## src/rtl/reg_file_sb.sv

```systemverilog
// NREGS x WIDTH register file, two async read ports, one sync write port,
// plus a per-register pending scoreboard. Define REG_FILE_SB_BYPASS_EN for write-to-read bypass.
module reg_file_sb #(
  parameter int unsigned WIDTH = 32,
  parameter int unsigned NREGS = 16,
  parameter int unsigned AW    = 4
) (
  input  logic             Clk,
  input  logic             Rst,
  input  logic             WrEn,
  input  logic [AW-1:0]    WrAddr,
  input  logic [WIDTH-1:0] WrData,
  input  logic [AW-1:0]    RdAddrA,
  input  logic [AW-1:0]    RdAddrB,
  output logic [WIDTH-1:0] RdDataA,
  output logic [WIDTH-1:0] RdDataB,
  output logic             BusyA,
  output logic             BusyB,
  input  logic             RsvEn,
  input  logic [AW-1:0]    RsvAddr,
  output logic [NREGS-1:0] Pending,
  output logic             Idle
);

  logic [WIDTH-1:0] regs_q [NREGS];
  logic [WIDTH-1:0] regs_d [NREGS];
  logic [NREGS-1:0] pending_q;
  logic [NREGS-1:0] pending_d;
  logic             wr_live;

  assign wr_live = WrEn && (WrAddr != '0);

  // Next state: a reservation overrides a same-cycle write-back clear; register 0 stays zero.
  always_comb begin
    regs_d    = regs_q;
    pending_d = pending_q;
    if (wr_live) begin
      regs_d[WrAddr]    = WrData;
      pending_d[WrAddr] = 1'b0;
    end
    if (RsvEn) begin
      pending_d[RsvAddr] = 1'b1;
    end
    regs_d[0]    = '0;
    pending_d[0] = 1'b0;
  end

  always_ff @(posedge Clk) begin
    if (Rst) begin
      for (int unsigned i = 0; i < NREGS; i++) begin
        regs_q[i] <= '0;
      end
      pending_q <= '0;
    end else begin
      regs_q    <= regs_d;
      pending_q <= pending_d;
    end
  end

`ifdef REG_FILE_SB_BYPASS_EN
  logic rsv_same;
  assign rsv_same = RsvEn && (RsvAddr == WrAddr);
`endif

  // Combinational read ports.
  always_comb begin
    RdDataA = (RdAddrA == '0) ? '0 : regs_q[RdAddrA];
    RdDataB = (RdAddrB == '0) ? '0 : regs_q[RdAddrB];
    BusyA   = pending_q[RdAddrA];
    BusyB   = pending_q[RdAddrB];
`ifdef REG_FILE_SB_BYPASS_EN
    if (wr_live && (RdAddrA == WrAddr)) begin
      RdDataA = WrData;
      BusyA   = rsv_same;
    end
    if (wr_live && (RdAddrB == WrAddr)) begin
      RdDataB = WrData;
      BusyB   = rsv_same;
    end
`endif
  end

  assign Pending = pending_q;
  assign Idle    = ~|pending_q;

endmodule

```

## config.mk

```make
export PLATFORM = sky130hd
export DESIGN_NAME = reg_file_sb
export DESIGN_NICKNAME = d
export VERILOG_FILES = /design/src/rtl/reg_file_sb.sv
export SDC_FILE = /design/constraint.sdc
export NUM_CORES = 1
export LEC_CHECK = 0
export CAP_MARGIN = 40
export CORE_MARGIN = 10
export CORE_UTILIZATION = 61
export CTS_CLUSTER_DIAMETER = 150
export DETAILED_ROUTE_END_ITERATION = 7
export PLACE_DENSITY_LB_ADDON = 0.15
export SYNTH_ARGS = -nofsm -noshare
export SYNTH_HDL_FRONTEND = slang
export SYNTH_SLANG_ARGS = --single-unit
```

## constraint.sdc

```tcl
create_clock -name Clk -period 2.6 [get_ports Clk]
set_input_delay 0.52 -clock Clk [delete_from_list [all_inputs] [get_ports Clk]]
set_output_delay 0.52 -clock Clk [all_outputs]
set_load 0.1 [all_outputs]
```

==> out/metrics.csv, run 1 <==
metric,value,unit
Sw Ratio,0.283,
final hold vios,0,
Pwr Total,18.9,mW
"Slew Viols, Final",0,
Std-Cell Rows,74,
top cell type's share of synthesized area,0.393,
RR Startpoint,Pending[4]$_SDFF_PP0_,
"commonest non-fill, non-tap cells in the layout","nand2_1 (983), a21oi_1 (480), dfxtp_1 (426)",
# IOs,135,
Max Clock Skew,0,ns
Initial Utilization,0.618,
CTS root buffer,clkbuf_16,
Hold WC Path Type,in -> reg,
port buffer count,133,
clock slew at reported path FFs,0.06,ns
detailed placement HPWL,67900,µm
Static Leak,11.7,nW
RSZ-0062 raised after global routing,true,
maximum vdd ir drop,0.575,mV
dpl cell area,0.0305,mm²
Yosys cell types,38,
Final period util,1.05,
failing checks,"DRC, setup timing",
Syn Nets,2975,
Avg WL per Cell,29.6,µm
Synth Instances,2923,
nature of the critical path endpoint,output port,
Startpoint Class,flip-flop,
initial drt markers,4936,
Worst Setup SP,Pending[12]$_SDFF_PP0_,
DP Worst Slack,-0.255,ns
CP max FO,5,
Placed Cells,3570,
relative slew slack,0.402,
clock latency on the worst-skew pair,0.61,ns
maxcap violations,0,
setup_tns,-1.85,ns
DRC Markers,1,
chip width,223,µm
largest net degree at the start of global routing,79,
Total Routing Usage GR,0.413,
post-synthesis cell area,0.0252,mm²
minimum clock period,2.73,ns
global-route wire length before repair,159000,µm
WP data arrival,2.21,ns
Die Height,223,µm
total core area,0.0408,mm²
Net Switching,5.35,mW
total congestion overflow,0,
WP data required,2.08,ns
post-route insts no fill,3737,
Nets,3207,
DIE AREA,0.0499,mm²
GPL Wtd Cong,0.946,
post-synthesis async set-or-reset flop share,0,
"Seq/Total Area, Yosys",0.393,
Most used DFF post-synth,dfxtp_1,
hold_sp,Rst,
layout cell share with drive strength beyond 1,0.321,
P_int,13.5,mW
clock sinks,495,
post-route cell area,0.0341,mm²
synth-to-layout area growth,35.0,%
post-layout util,0.834,
initial antenna violation count,11,
WS Path Type,reg -> out,
final setup violation count,39,
pwr/cell area,554,mW/mm²
Num CTS Buffers,53,
"commonest non-fill, non-tap cell in the layout",nand2_1,
FMAX,367,MHz
slack of the critical path,-0.126,ns
fillers,2224,
Mapped Avg Cell Area,8.63,µm²
power share of the clock group,0.421,
status,"complete, but fails checks",
vias in the first global route,26100,
number of synthesized flops with an enable pin,0,
"top cells by area, synth","dfxtp_1 (39%), mux4_2 (15%), nand2_1 (15%)",
final WL,110000,µm
Combinational Power Share,0.167,
antenna-violating nets left,0,
register bit total from synthesis,495,
Yosys warnings,0,
largest area contributor in the netlist,dfxtp_1,
H-tree depth,2,
CTS tree,done,
Hold Slack,0.298,ns
First-pass DRT Iterations,8,
Max Root-Sink Buffers,3,
Slew @ Worst Pin,0.894,ns
via count,26800,
"Hold-fix buffers, CTS",0,
Sequential Power Share,0.412,
vias per cell,7.18,
-- area by class of cell --
class / instances / area (µm²) / share of cell area
tap: 532 / 666 / 0.0195
clock buffer: 79 / 1630 / 0.0477
antenna: 7 / 17.5 / 0.000514
sequential: 495 / 10000 / 0.294
clock inverter: 19 / 188 / 0.00551
timing repair buffer: 457 / 5810 / 0.170
multi-input combinational: 2126 / 15700 / 0.460
inverter: 22 / 82.6 / 0.00242
-- final timing paths --
path | depth (start not counted) | endpoint | slack [ns]
worst max-delay path | 6 | BusyB | -0.13
worst min-delay path | 2 | regs_q[31]$_SDFFE_PP0P_ | 0.30
worst max register to register | 4 | Pending[4]$_SDFF_PP0_ | 1.65
worst min register to register | 2 | regs_q[302]$_SDFFE_PP0P_ | 0.46
-- per-layer routing --
| layer | part of all wire | wire [µm] | GRT usage | up-vias |
|---|---|---|---|---|
| li1 | - | - | - | 10700 |
| met1 | 0.34 | 37700 | 0.511 | 12700 |
| met2 | 0.43 | 47000 | 0.603 | 2622 |
| met3 | 0.15 | 17100 | 0.126 | 787 |
| met4 | 0.079 | 8740 | 0.292 | 4 |
| met5 | 0.00026 | 29 | 0 | - |
-- power groups by stage --
stage / logic [mW] / clock network, mW / registers [mW]
2_1_floorplan: 1.61 / 0 / 7.94
3_3_place_gp: 2.72 / 0 / 7.92
3_5_place_dp: 2.76 / 0 / 7.93
4_1_cts: 2.96 / 7.85 / 7.76
5_1_grt: 3.21 / 8.18 / 7.77
6_report: 3.16 / 7.94 / 7.77
-- repair_timing --
| item | in CTS | in global routing |
|---|---|---|
| cloned | 10 | 5 |
| endpoints found under the setup margin | 66 | 64 |
| pin swaps | 14 | 27 |
| resized for setup | 149 | 107 |
| buffers inserted | 32 | 21 |
-- kinds of logic after synthesis --
group,count (synthesis),synth area share
mux,352,0.228
flops,495,0.393
simple gates,1095,0.168
other cells,1,0.000149
buf+inv,302,0.0527
compound gates,678,0.158
-- synth_stat cells (8+ instances only) --
| cell type | instances |
|---|---|
| inv_1 | 21 |
| dfxtp_1 | 495 |
| a22oi_1 | 76 |
| nor2b_1 | 8 |
| buf_6 | 12 |
| mux4_2 | 168 |
| mux2i_1 | 78 |
| a211oi_1 | 10 |
| buf_4 | 9 |
| o221ai_1 | 62 |
| nand2_1 | 996 |
| buf_2 | 57 |
| a21oi_1 | 480 |
| mux2_2 | 106 |
| a22o_1 | 13 |
| clkbuf_1 | 198 |
| nor2_1 | 40 |
| nand3_1 | 27 |
| a221oi_1 | 11 |
| o21a_1 | 20 |
-- flip-flops by register name (all words and copies together), names as in the netlist --
name,flops
Pending,15
regs_q,480
-- critical path, cell delays in order (launching register included) --
cell,delay [ns]
dfxtp_4,0.39
mux2i_1,0.12
a221oi_2,0.37
buf_4,0.17
nand2_1,0.04
o211ai_1,0.19
clkbuf_16,0.29
Note: power is estimated with default switching activity, not from simulation.
==> run 2: changes to the inputs <==
--- a/config.mk
+++ b/config.mk
@@ -6,8 +6,8 @@
 export NUM_CORES = 1
 export LEC_CHECK = 0
 export CAP_MARGIN = 40
-export CORE_MARGIN = 10
 export CORE_UTILIZATION = 61
+export CTS_BUF_LIST = sky130_fd_sc_hd__clkbuf_16
 export CTS_CLUSTER_DIAMETER = 150
 export DETAILED_ROUTE_END_ITERATION = 7
 export PLACE_DENSITY_LB_ADDON = 0.15
==> out/metrics.csv, run 2 (synthesis results as in run 1) <==
metric,value,unit
cells along the critical path,clkbuf_16 -> bufbuf_16 -> mux2_2 -> o221ai_2 -> o21a_1 -> o221ai_4 -> buf_12,
CTS root buffer,clkbuf_16,
vias in the first global route,26100,
RSZ-0062 raised after global routing,true,
Avg WL per Cell,30.4,µm
"delay-heaviest family, CP",buffers and inverters,
# IOs,135,
Sequential Power Share,0.421,
port buffer count,133,
CTS tree,done,
Total Routing Usage GR,0.526,
"commonest non-fill, non-tap cells in the layout","nand2_1 (984), a21oi_1 (480), dfxtp_1 (415)",
Static Leak,11.8,nW
initial drt markers,5114,
Net Switching,5.38,mW
Slew @ Worst Pin,0.772,ns
final WL,114000,µm
global-route wire length before repair,163000,µm
max incr delay on CP,0.42,ns
power share of the clock group,0.405,
Hold WC Path Type,in -> reg,
relative slew slack,0.484,
slack of the critical path,-0.201,ns
dpl cell area,0.0307,mm²
via count,27300,
Reg2Reg Depth,5,
DIE AREA,0.0422,mm²
"Most flops, register",regs_q,
status,"complete, but fails checks",
Hold Slack,0.298,ns
FF-to-FF End,regs_q[17]$_SDFFE_PP0P_,
Nets,3235,
"commonest non-fill, non-tap cell in the layout",nand2_1,
Initial Utilization,0.618,
Max Root-Sink Buffers,3,
Critical path buffers and inverters,3,
slowest cell on the critical path,mux2_2,
layout cell share with drive strength beyond 1,0.328,
max reg flops,480,
hold_sp,Rst,
largest net degree at the start of global routing,114,
minimum clock period,2.80,ns
Sw Ratio,0.291,
total congestion overflow,0,
failing checks,setup timing,
total core area,0.0408,mm²
clock latency on the worst-skew pair,0.62,ns
Std-Cell Rows,74,
P_int,13.1,mW
GRT busiest layer,met2,
detailed placement HPWL,67200,µm
GRT met2 Usage,0.733,
Placed Cells,3584,
synth-to-layout area growth,35.6,%
chip width,205,µm
WP data required,2.08,ns
nature of the critical path endpoint,output port,
Worst Hold Depth,2,
pwr/cell area,540,mW/mm²
GPL Wtd Cong,0.993,
setup_tns,-2.56,ns
CP max FO,6,
fillers,2218,
Reg2Reg Setup Slack,1.68,ns
maximum vdd ir drop,0.554,mV
final hold vios,0,
Die Height,205,µm
clock sinks,495,
post-route cell area,0.0342,mm²
final setup violation count,38,
initial antenna violation count,13,
Pwr Total,18.5,mW
Startpoint Class,input port,
Hold Path Sink,regs_q[76]$_SDFFE_PP0P_,
"Slew Viols, Final",0,
maxcap violations,0,
DRC Markers,0,
Final period util,1.08,
Combinational Power Share,0.175,
antenna-violating nets left,0,
Max Clock Skew,0,ns
post-route insts no fill,3761,
GR Layer Usage met1,0.659,
vias per cell,7.25,
clock slew at reported path FFs,0.06,ns
WP data arrival,2.28,ns
GR met3 Demand/Resource,0.198,
H-tree depth,2,
Num CTS Buffers,52,
RR Startpoint,regs_q[17]$_SDFFE_PP0P_,
FMAX,357,MHz
First-pass DRT Iterations,8,
WS Path Type,in -> out,
run 2: changes by cell type in the layout (fill, tap and decap cells not counted), moves of 15 or more:
cell,change
buf_4,+18
mux2_2,+18
mux2_4,-18
clkbuf_8,-17
a22oi_1,-15
a22oi_2,+15
run 2: stage by stage:
| stage | util | setup WS [ns] |
|---|---|---|
| finish | 0.838 | -0.201 |
| global route | 0.838 | -0.196 |
| detailed placement | 0.751 | -0.310 |
| floorplan | - | -0.511 |
| CTS | 0.821 | -0.137 |
| global placement | 0.751 | -0.258 |
run 2: metal layers:
| metal | share of wire | vias up |
|---|---|---|
| met5 | 0.00091 | - |
| met4 | 0.091 | 16 |
| met3 | 0.17 | 892 |
| met2 | 0.41 | 2821 |
| met1 | 0.33 | 12700 |
| li1 | - | 10800 |
run 2: how the worst max path moves through the flow:
stage	from	to	cells after the start
after CTS	regs_q[0]$_SDFFE_PP0P_	RdDataA[0]	3
after detailed placement	RdAddrB[2]	RdDataB[31]	7
after global placement	RdAddrB[2]	BusyB	8
after global routing	Pending[7]$_SDFF_PP0_	BusyB	5
final	RdAddrA[0]	RdDataA[18]	7
after floorplan	RdAddrB[0]	BusyB	6
run 2: cell type report:
| class | instances | area, µm² | share of cell area |
|---|---|---|---|
| clock buffer | 52 | 1300 | 0.0380 |
| multi-input combinational | 2126 | 15600 | 0.457 |
| antenna | 5 | 12.5 | 0.000366 |
| tap | 532 | 666 | 0.0195 |
| timing repair buffer | 486 | 6140 | 0.180 |
| inverter | 22 | 85.1 | 0.00249 |
| clock inverter | 43 | 363 | 0.0106 |
| sequential | 495 | 10000 | 0.293 |
run 2: timing repair:
action / 4_1_cts / 5_1_grt
hold buffers: 0 / 0
gates cloned: 13 / 3
pin swaps: 25 / 41
setup buffers: 48 / 20
endpoints found under the setup margin: 66 / 61
gates resized for setup: 144 / 113
run 2: power by group through the flow:
stage	Sequential [mW]	Clock (mW)	Combinational, mW
floorplan	7.94	0	1.61
global placement	7.92	0	2.75
detailed placement	7.93	0	2.79
CTS	7.76	7.42	2.99
global route	7.77	7.74	3.26
finish	7.77	7.48	3.23
